<file path="config.mk">
export PLATFORM = sky130hd
export DESIGN_NAME = pipeline_hazard_ctrl
export DESIGN_NICKNAME = d
export VERILOG_FILES = /design/src/rtl/pipeline_hazard_ctrl_pkg.sv /design/src/rtl/pipeline_hazard_ctrl_md_sequencer.sv /design/src/rtl/pipeline_hazard_ctrl.sv
export SDC_FILE = /design/constraint.sdc
export NUM_CORES = 1
export LEC_CHECK = 0
export CAP_MARGIN = 20
export CORE_ASPECT_RATIO = 0.9
export CORE_UTILIZATION = 33
export CTS_CLUSTER_DIAMETER = 150
export DETAILED_ROUTE_END_ITERATION = 7
export PLACE_DENSITY_LB_ADDON = 0.12
export SYNTH_ARGS = -nofsm -noshare
export SYNTH_HDL_FRONTEND = slang
export SYNTH_SLANG_ARGS = --single-unit
</file>
<file path="constraint.sdc">
create_clock -name clock -period 1.6 [get_ports clock]
set_clock_uncertainty 0.05 [all_clocks]
set_input_delay 0.16 -clock clock [delete_from_list [all_inputs] [get_ports clock]]
set_output_delay 0.16 -clock clock [all_outputs]
set_load 0.1 [all_outputs]
</file>
<file path="src/rtl/pipeline_hazard_ctrl_pkg.sv">
// Shared types for the pipeline hazard controller: forwarding selects,
// multiply/divide sequencer states and the operand forwarding decision.
package pipeline_pkg;

    typedef enum logic [1:0] {
        FWD_RF = 2'b00,
        FWD_W  = 2'b01,
        FWD_M  = 2'b10
    } fwd_sel_t;

    typedef enum logic [1:0] {
        MD_IDLE = 2'b00,
        MD_BUSY = 2'b01,
        MD_DONE = 2'b10
    } md_state_t;

    // The memory stage holds the younger result, so it wins over writeback.
    // Register 0 is hardwired, so a write to it never forwards.
    function automatic fwd_sel_t fwd_sel(
        input logic [4:0] src,
        input logic [4:0] m_wa,
        input logic       m_we,
        input logic [4:0] w_wa,
        input logic       w_we
    );
        if (m_we && (m_wa != 5'd0) && (m_wa == src))
            return FWD_M;
        else if (w_we && (w_wa != 5'd0) && (w_wa == src))
            return FWD_W;
        else
            return FWD_RF;
    endfunction

endpackage

</file>
<file path="src/rtl/pipeline_hazard_ctrl_md_sequencer.sv">
// Multiply/divide busy sequencer: IDLE -> BUSY (countdown) -> DONE pulse.
// md_done lands exactly N cycles after the accepted start cycle.
module md_sequencer
    import pipeline_pkg::*;
#(
    parameter int MUL_CYCLES = 4,
    parameter int DIV_CYCLES = 32,
    parameter int CNT_W      = 6
) (
    input  logic clock,
    input  logic reset,
    input  logic start,
    input  logic is_div,
    input  logic cancel,
    output logic md_busy,
    output logic md_done,
    output logic md_active,
    output logic md_accept
);

    // The start cycle and the DONE cycle both count toward N, hence the -2.
    localparam logic [CNT_W-1:0] MUL_LOAD = CNT_W'(MUL_CYCLES - 2);
    localparam logic [CNT_W-1:0] DIV_LOAD = CNT_W'(DIV_CYCLES - 2);

    md_state_t        state, state_nxt;
    logic [CNT_W-1:0] cnt, cnt_nxt;

    always_ff @(posedge clock or posedge reset) begin
        if (reset) begin
            state <= MD_IDLE;
            cnt   <= '0;
        end else begin
            state <= state_nxt;
            cnt   <= cnt_nxt;
        end
    end

    always_comb begin
        state_nxt = state;
        cnt_nxt   = cnt;
        md_accept = 1'b0;
        case (state)
            MD_IDLE: begin
                if (start && !cancel) begin
                    md_accept = 1'b1;
                    cnt_nxt   = is_div ? DIV_LOAD : MUL_LOAD;
                    state_nxt = MD_BUSY;
                end
            end
            MD_BUSY: begin
                if (cnt == '0)
                    state_nxt = MD_DONE;
                else
                    cnt_nxt = cnt - CNT_W'(1);
            end
            MD_DONE:  state_nxt = MD_IDLE;
            default:  state_nxt = MD_IDLE;
        endcase
    end

    assign md_busy   = (state == MD_BUSY);
    assign md_done   = (state == MD_DONE);
    assign md_active = (state != MD_IDLE);

`ifndef SYNTHESIS
    // The decode interlock should make a second start while active impossible.
    start_while_active: assert property (@(posedge clock) disable iff (reset)
        !(start && state != MD_IDLE));
`endif

endmodule

</file>
<file path="src/rtl/pipeline_hazard_ctrl.sv">
// Central hazard controller: forwarding selects, stall/flush and md interlock.
// Define HAZARD_PERF_CNT_EN to add saturating stall/flush/md-op counters.
module pipeline_hazard_ctrl
    import pipeline_pkg::*;
#(
    parameter int MUL_CYCLES = 4,
    parameter int DIV_CYCLES = 32,
    parameter int CNT_W      = 6
) (
    input  logic        clock,
    input  logic        reset,
    input  logic [4:0]  d_rs,
    input  logic [4:0]  d_rt,
    input  logic        d_md_op,
    input  logic        d_uses_hilo,
    input  logic [4:0]  e_rs,
    input  logic [4:0]  e_rt,
    input  logic [4:0]  e_wa,
    input  logic        e_rf_we,
    input  logic        e_is_load,
    input  logic        e_md_start,
    input  logic        e_md_is_div,
    input  logic [4:0]  m_wa,
    input  logic        m_rf_we,
    input  logic        m_branch_taken,
    input  logic [4:0]  w_wa,
    input  logic        w_rf_we,
    output logic        f_stall,
    output logic        d_stall,
    output logic        d_flush,
    output logic        e_flush,
    output logic        m_flush,
    output logic [1:0]  e_fwd_a,
    output logic [1:0]  e_fwd_b,
    output logic        md_busy,
    output logic        md_done
`ifdef HAZARD_PERF_CNT_EN
    ,
    output logic [31:0] perf_stall_cycles,
    output logic [31:0] perf_flush_events,
    output logic [31:0] perf_md_ops
`endif
);

    logic md_active;
    logic md_accept;
    logic load_use;
    logic md_ilk;
    logic hazard;

    md_sequencer #(
        .MUL_CYCLES (MUL_CYCLES),
        .DIV_CYCLES (DIV_CYCLES),
        .CNT_W      (CNT_W)
    ) u_md_seq (
        .clock     (clock),
        .reset     (reset),
        .start     (e_md_start),
        .is_div    (e_md_is_div),
        .cancel    (m_branch_taken),
        .md_busy   (md_busy),
        .md_done   (md_done),
        .md_active (md_active),
        .md_accept (md_accept)
    );

    assign e_fwd_a = fwd_sel(e_rs, m_wa, m_rf_we, w_wa, w_rf_we);
    assign e_fwd_b = fwd_sel(e_rt, m_wa, m_rf_we, w_wa, w_rf_we);

    assign load_use = e_is_load && e_rf_we && (e_wa != 5'd0) &&
                      ((e_wa == d_rs) || (e_wa == d_rt));
    // A start still in execute counts as active so the HI/LO user waits a cycle earlier.
    assign md_ilk   = (d_md_op || d_uses_hilo) && (md_active || e_md_start);
    assign hazard   = load_use || md_ilk;

    // A taken branch discards the stalled instructions anyway, so it wins.
    assign f_stall = hazard && !m_branch_taken;
    assign d_stall = hazard && !m_branch_taken;
    assign d_flush = m_branch_taken;
    assign e_flush = hazard || m_branch_taken;
    assign m_flush = m_branch_taken;

`ifdef HAZARD_PERF_CNT_EN
    always_ff @(posedge clock or posedge reset) begin
        if (reset) begin
            perf_stall_cycles <= '0;
            perf_flush_events <= '0;
            perf_md_ops       <= '0;
        end else begin
            if (d_stall && (perf_stall_cycles != 32'hFFFF_FFFF))
                perf_stall_cycles <= perf_stall_cycles + 32'd1;
            if (m_branch_taken && (perf_flush_events != 32'hFFFF_FFFF))
                perf_flush_events <= perf_flush_events + 32'd1;
            if (md_accept && (perf_md_ops != 32'hFFFF_FFFF))
                perf_md_ops <= perf_md_ops + 32'd1;
        end
    end
`endif

endmodule
</file>
==> reports/metrics.json, run 1 <==
{
  "run_status": {
    "run_status": "finished with violations",
    "failing_checks": "design-rule violations, negative setup slack"
  },
  "synthesis": {
    "synth_seq_area_share": 0.219,
    "yosys_warnings": 0,
    "async_flop_share": 1.00,
    "mappedNetlistNets": 156,
    "synth_edf_count": 0,
    "number_of_synthesized_register_bits": 8,
    "instance_count_of_the_mapped_netlist": 108,
    "yosys.cell_types.count": 34,
    "mappedNetlistArea_um2": 915,
    "syn_avg_cell_area_um2": 8.47,
    "dominant_synthesized_flop_cell": "sky130_fd_sc_hd__dfrtp_1"
  },
  "layout": {
    "post_route_cells_drive_above_1_share": 0.570,
    "n_antenna_cell": 0,
    "finalNonFillerCells": 235,
    "num-nets-final": 257,
    "area_delta_synth_final_pct": 137,
    "layout.filler_cells": 139
  },
  "worst_setup_path": {
    "worst_path_most_repeated_cell": "sky130_fd_sc_hd__buf_6",
    "worst_ep_arrival_time_ps": 1580,
    "critPathMaxFanout": 2,
    "worst_r2r_path_depth": 5,
    "worstReg2RegStart": "u_md_seq.state[0]",
    "cpPeakStageDelay_ps": 540,
    "reg2reg_setup_slack_ps": -80,
    "timing.critical_path.from_type": "input port",
    "cp_num_buf_inv": 3,
    "crit_path_class": "in -> out",
    "timing.critical_path.required_ps": 1390,
    "worst_path_max_delay_cell": "sky130_fd_sc_hd__or4_4",
    "cells_along_the_critical_path": "buf_6 > buf_6 > xor2_1 > or4_4 > nor4_4 > buf_12",
    "critical_path.reg2reg.endpoint": "u_md_seq.cnt[3]",
    "critical_path.endpoint_type": "output pin",
    "critical_path.top_delay_family": "simple AND/OR/NAND/NOR gates"
  },
  "global_routing": {
    "grt_overflow_total": 0,
    "globalRouteMet1Util": 0.273,
    "grt_pass1_vias": 1252,
    "grtUsageMet3": 0.0299,
    "number_of_antenna_violations_at_the_first_check_in_global_routing": 0,
    "grt_first_pass_wirelength_um": 5690,
    "groute.layer.met2.usage": 0.506,
    "grt_max_degree": 9,
    "highest_utilization_routing_layer_at_the_global_route_stage": "met2",
    "grt.total_usage": 0.258
  },
  "clock_network": {
    "tritoncts": "yes",
    "cts.clk_slew.worst_paths_ps": 60,
    "tritoncts_num_sinks": 8,
    "htreeDepth": 1,
    "worst_skew_pair_later_pin_latency_ps": 270,
    "cts_inserted_buffers": 3,
    "cts_root_buffer": "sky130_fd_sc_hd__clkbuf_4",
    "cts-root-to-sink-buffers": 2
  },
  "timing": {
    "final_min_period_ps": 1790,
    "fmaxAchievable_mhz": 558,
    "layout_setup_ws_ps": -193,
    "tightest_slew_ps": 322,
    "tns_ps": -650,
    "setup_violations": 6,
    "finalHoldViolCount": 0,
    "timing.final.max_slew_violations": 0,
    "rsz0062_at_grt": "yes",
    "worst_case_headroom_to_the_max_slew_limit": 0.783,
    "portion_of_the_clock_cycle_consumed_by_the_worst_path_in_the_final_layout": 1.12
  },
  "routing": {
    "total_wirelength_of_the_detailed_routed_design_um": 3740,
    "dr_total_vias": 1208,
    "drc": 1,
    "routed_via_density": 5.14,
    "route.detailed.wl_per_inst_um": 15.9,
    "drt_first_iter_violations": 96,
    "route.antenna.remaining_nets": 0,
    "detail_route.first_pass.iterations": 6
  },
  "hold_path": {
    "hold_crit_class": "in -> async"
  },
  "placed_design": {
    "place_worst_setup_slack_ps": -647,
    "gp_congestion": 0.848,
    "placed_cells": 222,
    "port-buffer-count": 56,
    "detailedPlacementHpwl_um": 2770
  },
  "power": {
    "p_sw_frac": 0.470,
    "pwr_density_cell_mw_per_mm2": 1050,
    "power_report.internal_total_mw": 1.21,
    "switchingPower_mw": 1.07,
    "seq_power_share": 0.178,
    "clock_power_share": 0.073,
    "cellLeakagePower_nw": 0.960,
    "p_comb_frac": 0.749,
    "vdd.ir_drop.worst_uv": 458
  },
  "die": {
    "die-width_um": 57.5,
    "floorplan.io_pins": 57,
    "core.rowCount": 17,
    "die_h_um": 51.9,
    "core-area_mm2": 0.00253,
    "start_util": 0.361,
    "fp.dieArea_mm2": 0.00299
  },
  "job": {
    "max_cap_violations": 0
  }
}
worst register-to-register path: stages (launching register included):
cell and delay, ps:
sky130_fd_sc_hd__dfrtp_1 410, sky130_fd_sc_hd__buf_6 130, sky130_fd_sc_hd__or4b_4 550, sky130_fd_sc_hd__nand4_1 170, sky130_fd_sc_hd__a21oi_1 100, sky130_fd_sc_hd__o22ai_1 190
flip-flops by register name, summed over array words and instances, names as in the netlist:
register        flops
u_md_seq.state      2
u_md_seq.cnt        6
how the worst max path moves through the flow:
| stage | end | from | cells past startpoint | slack [ps] |
|---|---|---|---|---|
| after CTS | e_fwd_a[0] | m_wa[3] | 6 | -280 |
| after global placement | e_fwd_a[0] | w_wa[4] | 6 | -620 |
| after detailed placement | e_fwd_a[0] | w_wa[4] | 6 | -650 |
| after global routing | e_fwd_a[0] | w_rf_we | 5 | -230 |
| after floorplan | e_fwd_a[0] | m_wa[1] | 4 | -700 |
| final | e_fwd_b[0] | w_wa[2] | 6 | -190 |
through the flow:
| stage | total power [mW] | hold slack, ps | cell area (um2) | utilization |
|---|---|---|---|---|
| floorplan | 1.19 | -74.3 | 1080 | - |
| global placement | 1.73 | 374 | 2000 | 0.788 |
| detailed placement | 1.79 | 384 | 2000 | 0.788 |
| CTS | 2.03 | 98.9 | 2050 | 0.812 |
| global route | 2.41 | 147 | 2170 | 0.856 |
| finish | 2.28 | 103 | 2170 | 0.856 |
cell type report:
type,instances,area [um2],area share
multi-input cells,91,946,0.436
clock buffers,3,22.5,0.0104
well taps,28,35.0,0.0162
inverters,6,26.3,0.0121
flip-flops and latches,8,201,0.0930
repair buffers,99,936,0.432
cells in the mapped netlist, types with 2 or more instances:
cell type	n	area, um2
sky130_fd_sc_hd__nor2_1	5	18.8
sky130_fd_sc_hd__buf_4	3	22.5
sky130_fd_sc_hd__nor2b_1	3	18.8
sky130_fd_sc_hd__nor3_1	3	15.0
sky130_fd_sc_hd__o21ai_0	2	10.0
sky130_fd_sc_hd__and2_1	2	12.5
sky130_fd_sc_hd__a21oi_1	8	40.0
sky130_fd_sc_hd__xor2_1	24	210
sky130_fd_sc_hd__nor4_2	2	25.0
sky130_fd_sc_hd__nand3_1	2	10.0
sky130_fd_sc_hd__inv_1	6	22.5
sky130_fd_sc_hd__dfrtp_1	8	200
sky130_fd_sc_hd__nand4_1	2	12.5
sky130_fd_sc_hd__nor4_1	3	18.8
sky130_fd_sc_hd__xnor2_1	6	52.6
sky130_fd_sc_hd__nand2b_1	2	12.5
sky130_fd_sc_hd__nand2_1	3	11.3
sky130_fd_sc_hd__o22ai_1	4	25.0
sky130_fd_sc_hd__or4_1	4	30.0
sky130_fd_sc_hd__ha_1	2	25.0
layout by cell type (no fill, tap or decap), types with 3 or more instances in the layout:
master / netlist / routed
sky130_fd_sc_hd__a21oi_1: 8 / 7
sky130_fd_sc_hd__buf_12: 0 / 11
sky130_fd_sc_hd__buf_2: 0 / 7
sky130_fd_sc_hd__buf_4: 3 / 36
sky130_fd_sc_hd__buf_6: 0 / 13
sky130_fd_sc_hd__clkbuf_2: 0 / 7
sky130_fd_sc_hd__clkbuf_4: 0 / 3
sky130_fd_sc_hd__clkdlybuf4s50_1: 0 / 4
sky130_fd_sc_hd__dfrtp_1: 8 / 7
sky130_fd_sc_hd__dlygate4sd2_1: 0 / 18
sky130_fd_sc_hd__inv_1: 6 / 3
sky130_fd_sc_hd__nand2_1: 3 / 3
sky130_fd_sc_hd__nor2_1: 5 / 4
sky130_fd_sc_hd__nor4_4: 0 / 4
sky130_fd_sc_hd__o22ai_1: 4 / 3
sky130_fd_sc_hd__or4_4: 1 / 4
sky130_fd_sc_hd__xnor2_2: 0 / 4
sky130_fd_sc_hd__xor2_1: 24 / 22
kinds of logic after synthesis:
group | Yosys count | synth area share
and+or+nand+nor | 38 | 0.276
xor gates and xnor gates | 30 | 0.287
AOI/OAI and AO/OA | 21 | 0.141
buffers and inverters | 9 | 0.0492
DFF | 8 | 0.219
adders and majority gates | 2 | 0.0274
layer usage:
| metal | wire (um) | share of wire | up-vias |
|---|---|---|---|
| li1 | - | - | 584 |
| met1 | 1440 | 0.38 | 581 |
| met2 | 2100 | 0.56 | 38 |
| met3 | 142 | 0.038 | 5 |
| met4 | 61 | 0.016 | 0 |
| met5 | 0 | 0 | - |
power groups by stage:
stage | sequential [mW] | clock [mW] | combinational (mW)
after floorplan | 0.380 | 0 | 0.810
after detailed placement | 0.378 | 0 | 1.41
after CTS | 0.376 | 0.165 | 1.49
final | 0.407 | 0.167 | 1.71
after global routing | 0.417 | 0.169 | 1.82
after global placement | 0.373 | 0 | 1.36
repair_timing:
action,CTS,global route
resized for setup,95,42
pin swaps,30,20
endpoints found under the setup margin,8,13
hold buffers,0,0
setup buffers,4,7
Note: power is estimated with default switching activity, not from simulation.
==> run 2: changes to the inputs <==
RECOVER_POWER = 100   (was not set)
==> run 2 against run 1 <==
The run still ends with design-rule violations, negative setup slack left. Clock-buffer cell count unchanged. Sequential cell count unchanged. Die area unchanged. Register-to-register slack about the same. Setup slack unchanged. Utilization down 1.4 points. Routed wire length down 0.13%. Non-clock buffer count unchanged. Combinational power about the same. Critical path type unchanged. Largest power group unchanged. Highest routed layer unchanged.
==> reports/metrics.json, run 2 (same netlist as run 1, synthesis figures left out) <==
{
  "routing": {
    "route.antenna.remaining_nets": {"value": 0, "change": "unchanged"},
    "total_wirelength_of_the_detailed_routed_design": {"value": 3740, "unit": "um", "change": "-0.13%"},
    "routed_via_density": {"value": 5.15, "change": "+0.17%"},
    "drt_first_iter_violations": {"value": 82, "change": "-15%"},
    "detail_route.first_pass.iterations": {"value": 6, "change": "unchanged"},
    "dr_total_vias": {"value": 1210, "change": "+0.17%"},
    "drc": {"value": 1, "change": "unchanged"},
    "route.detailed.wl_per_inst": {"value": 15.9, "unit": "um", "change": "-0.13%"}
  },
  "global_routing": {
    "number_of_antenna_violations_at_the_first_check_in_global_routing": {"value": 0, "change": "unchanged"},
    "grt_overflow_total": {"value": 0, "change": "unchanged"},
    "grt_pass1_vias": {"value": 1252, "change": "unchanged"},
    "grt_first_pass_wirelength": {"value": 5690, "unit": "um", "change": "unchanged"},
    "grt.total_usage": {"value": 0.258, "change": "unchanged"},
    "grt_max_degree": {"value": 9, "change": "unchanged"}
  },
  "worst_setup_path": {
    "worst_r2r_path_depth": {"value": 5, "change": "unchanged"},
    "critical_path.endpoint_type": "output pin",
    "crit_path_class": "in -> out",
    "worst_ep_arrival_time": {"value": 1580, "unit": "ps", "change": "about the same"},
    "reg2reg_setup_slack": {"value": -80, "unit": "ps", "change": "about the same"},
    "timing.critical_path.from_type": "input port",
    "cells_along_the_critical_path": "buf_6 > buf_6 > xor2_1 > or4_4 > nor4_4 > buf_12",
    "critical_path.reg2reg.endpoint": "u_md_seq.cnt[3]",
    "cpPeakStageDelay": {"value": 540, "unit": "ps", "change": "about the same"},
    "worst_path_most_repeated_cell": "sky130_fd_sc_hd__buf_6",
    "timing.critical_path.required": {"value": 1390, "unit": "ps", "change": "about the same"},
    "critPathMaxFanout": {"value": 2, "change": "unchanged"},
    "worst_path_max_delay_cell": "sky130_fd_sc_hd__or4_4",
    "worstReg2RegStart": "u_md_seq.state[0]"
  },
  "clock_network": {
    "tritoncts": "yes",
    "tritoncts_num_sinks": {"value": 8, "change": "unchanged"},
    "cts-root-to-sink-buffers": {"value": 2, "change": "unchanged"},
    "cts_inserted_buffers": {"value": 3, "change": "unchanged"},
    "htreeDepth": {"value": 1, "change": "unchanged"},
    "cts_root_buffer": "sky130_fd_sc_hd__clkbuf_4",
    "worst_skew_pair_later_pin_latency": {"value": 270, "unit": "ps", "change": "about the same"},
    "cts.clk_slew.worst_paths": {"value": 60, "unit": "ps", "change": "about the same"}
  },
  "timing": {
    "portion_of_the_clock_cycle_consumed_by_the_worst_path_in_the_final_layout": {"value": 1.12, "change": "unchanged"},
    "fmaxAchievable": {"value": 558, "unit": "MHz", "change": "unchanged"},
    "worst_case_headroom_to_the_max_slew_limit": {"value": 0.640, "change": "-0.144"},
    "layout_setup_ws": {"value": -193, "unit": "ps", "change": "unchanged"},
    "tightest_slew": {"value": 543, "unit": "ps", "change": "+220 ps"},
    "timing.final.max_slew_violations": {"value": 0, "change": "unchanged"},
    "setup_violations": {"value": 8, "change": "+2"},
    "tns": {"value": -863, "unit": "ps", "change": "-213 ps"},
    "hold_ws": {"value": 242, "unit": "ps", "change": "+139 ps"},
    "final_min_period": {"value": 1790, "unit": "ps", "change": "unchanged"},
    "rsz0062_at_grt": "yes",
    "finalHoldViolCount": {"value": 0, "change": "unchanged"}
  },
  "layout": {
    "layout.cells.most_common": "sky130_fd_sc_hd__buf_4",
    "layout.filler_cells": {"value": 144, "change": "+3.6%"},
    "reg.largest.list": "u_md_seq.cnt: 6 flops, u_md_seq.state: 2 flops",
    "num-nets-final": {"value": 257, "change": "unchanged"},
    "n_antenna_cell": {"value": 0, "change": "unchanged"},
    "finalInstanceArea": {"value": 0.00213, "unit": "mm2", "change": "-1.6%"},
    "top_library_cells_by_usage_in_the_layout_fill_and_taps_aside": "sky130_fd_sc_hd__buf_4 (35), sky130_fd_sc_hd__xor2_1 (22), sky130_fd_sc_hd__dlygate4sd2_1 (18), sky130_fd_sc_hd__buf_6 (13), sky130_fd_sc_hd__buf_12 (9)",
    "largest_register_ff_count": {"value": 6, "change": "unchanged"},
    "post_route_cells_drive_above_1_share": {"value": 0.556, "change": "-0.0145"},
    "area_delta_synth_final_pct": 133,
    "largest-register": "u_md_seq.cnt",
    "post-route-util": {"value": 0.842, "change": "-0.0138"}
  },
  "die": {
    "fp.dieArea": {"value": 0.00299, "unit": "mm2", "change": "unchanged"},
    "core-area": {"value": 0.00253, "unit": "mm2", "change": "unchanged"},
    "start_util": {"value": 0.361, "change": "unchanged"},
    "die-width": {"value": 57.5, "unit": "um", "change": "unchanged"},
    "floorplan.io_pins": {"value": 57, "change": "unchanged"},
    "die_h": {"value": 51.9, "unit": "um", "change": "unchanged"},
    "core.rowCount": {"value": 17, "change": "unchanged"}
  },
  "placed_design": {
    "port-buffer-count": {"value": 56, "change": "unchanged"},
    "detailedPlacementHpwl": {"value": 2770, "unit": "um", "change": "unchanged"},
    "placed_cell_area": {"value": 0.00200, "unit": "mm2", "change": "unchanged"},
    "gp_congestion": {"value": 0.848, "change": "unchanged"}
  },
  "run_status": {
    "failing_checks": "design-rule violations, negative setup slack",
    "run_status": "finished with violations"
  },
  "power": {
    "report.power.total": {"value": 2.25, "unit": "mW", "change": "-1.6%"},
    "pwr_density_cell": {"value": 1050, "unit": "mW/mm2", "change": "about the same"},
    "cellLeakagePower": {"value": 0.945, "unit": "nW", "change": "-1.5%"},
    "vdd.ir_drop.worst": {"value": 457, "unit": "uV", "change": "-0.34%"}
  },
  "job": {
    "max_cap_violations": {"value": 0, "change": "unchanged"}
  },
  "hold_path": {
    "hold_crit_class": "in -> async"
  }
}
## run 2: cell count changes in the layout (fill, tap and decap cells not counted)
cell                              delta
sky130_fd_sc_hd__clkdlybuf4s50_1     -1
sky130_fd_sc_hd__dlygate4sd3_1       +1
sky130_fd_sc_hd__inv_2               -1
sky130_fd_sc_hd__inv_1               +1
sky130_fd_sc_hd__clkbuf_1            +2
sky130_fd_sc_hd__clkbuf_2            +1
sky130_fd_sc_hd__buf_12              -2
sky130_fd_sc_hd__buf_4               -1
## run 2: report_power, final
| part | internal [mW] | leakage (nW) | switching (mW) |
|---|---|---|---|
| clock | 0.0865 | 0.0138 | 0.0793 |
| combinational | 0.803 | 0.834 | 0.877 |
| sequential | 0.294 | 0.0979 | 0.110 |
## run 2: worst max-delay path, delay by kind of cell
family        cells  cell delay [ps]
simple gates      2              880
xor+xnor          1              130
buf+inv           3              410
## run 2: layout make-up
class                           instances  area (um2)  share of cell area
Inverter                                6        26.3              0.0123
Clock buffer                            3        22.5              0.0106
Timing Repair Buffer                   99         901               0.423
Sequential cell                         8         201              0.0945
Multi-Input combinational cell         91         946               0.444
Tap cell                               28        35.0              0.0164
## run 2: worst max-delay path by stage
stage | slack (ps) | from | to
after global placement | -620 | w_wa[4] | e_fwd_a[0]
after detailed placement | -650 | w_wa[4] | e_fwd_a[0]
after floorplan | -700 | m_wa[1] | e_fwd_a[0]
final | -190 | w_wa[2] | e_fwd_b[0]
after global routing | -230 | w_rf_we | e_fwd_a[0]
after CTS | -280 | m_wa[3] | e_fwd_a[0]
## run 2: timing repair
action,in CTS,in global routing
gates resized for setup,95,42
buffers inserted,4,7
pin swaps,30,20
hold buffers,0,0
endpoints found under the setup margin,8,13
cloned,0,0
endpoints found under the hold margin,0,0
## run 2: through the flow
step / cells / setup WS, ps
3_5_place_dp: 222 / -647
6_report: 235 / -193
3_3_place_gp: 222 / -619
4_1_cts: 228 / -279
5_1_grt: 235 / -233
2_1_floorplan: 108 / -695
## run 2: routing by layer
layer / wire length (um) / GRT usage
met5: 0 / 0
met4: 77 / 0.126
met3: 142 / 0.0299
met2: 2090 / 0.506
met1: 1430 / 0.273
==> run 3: changes to the inputs <==
CAP_MARGIN = not set   (was 20)
==> results of run 3 <==
Same layout as run 2: the final DEF is identical, and so are final timing and power.
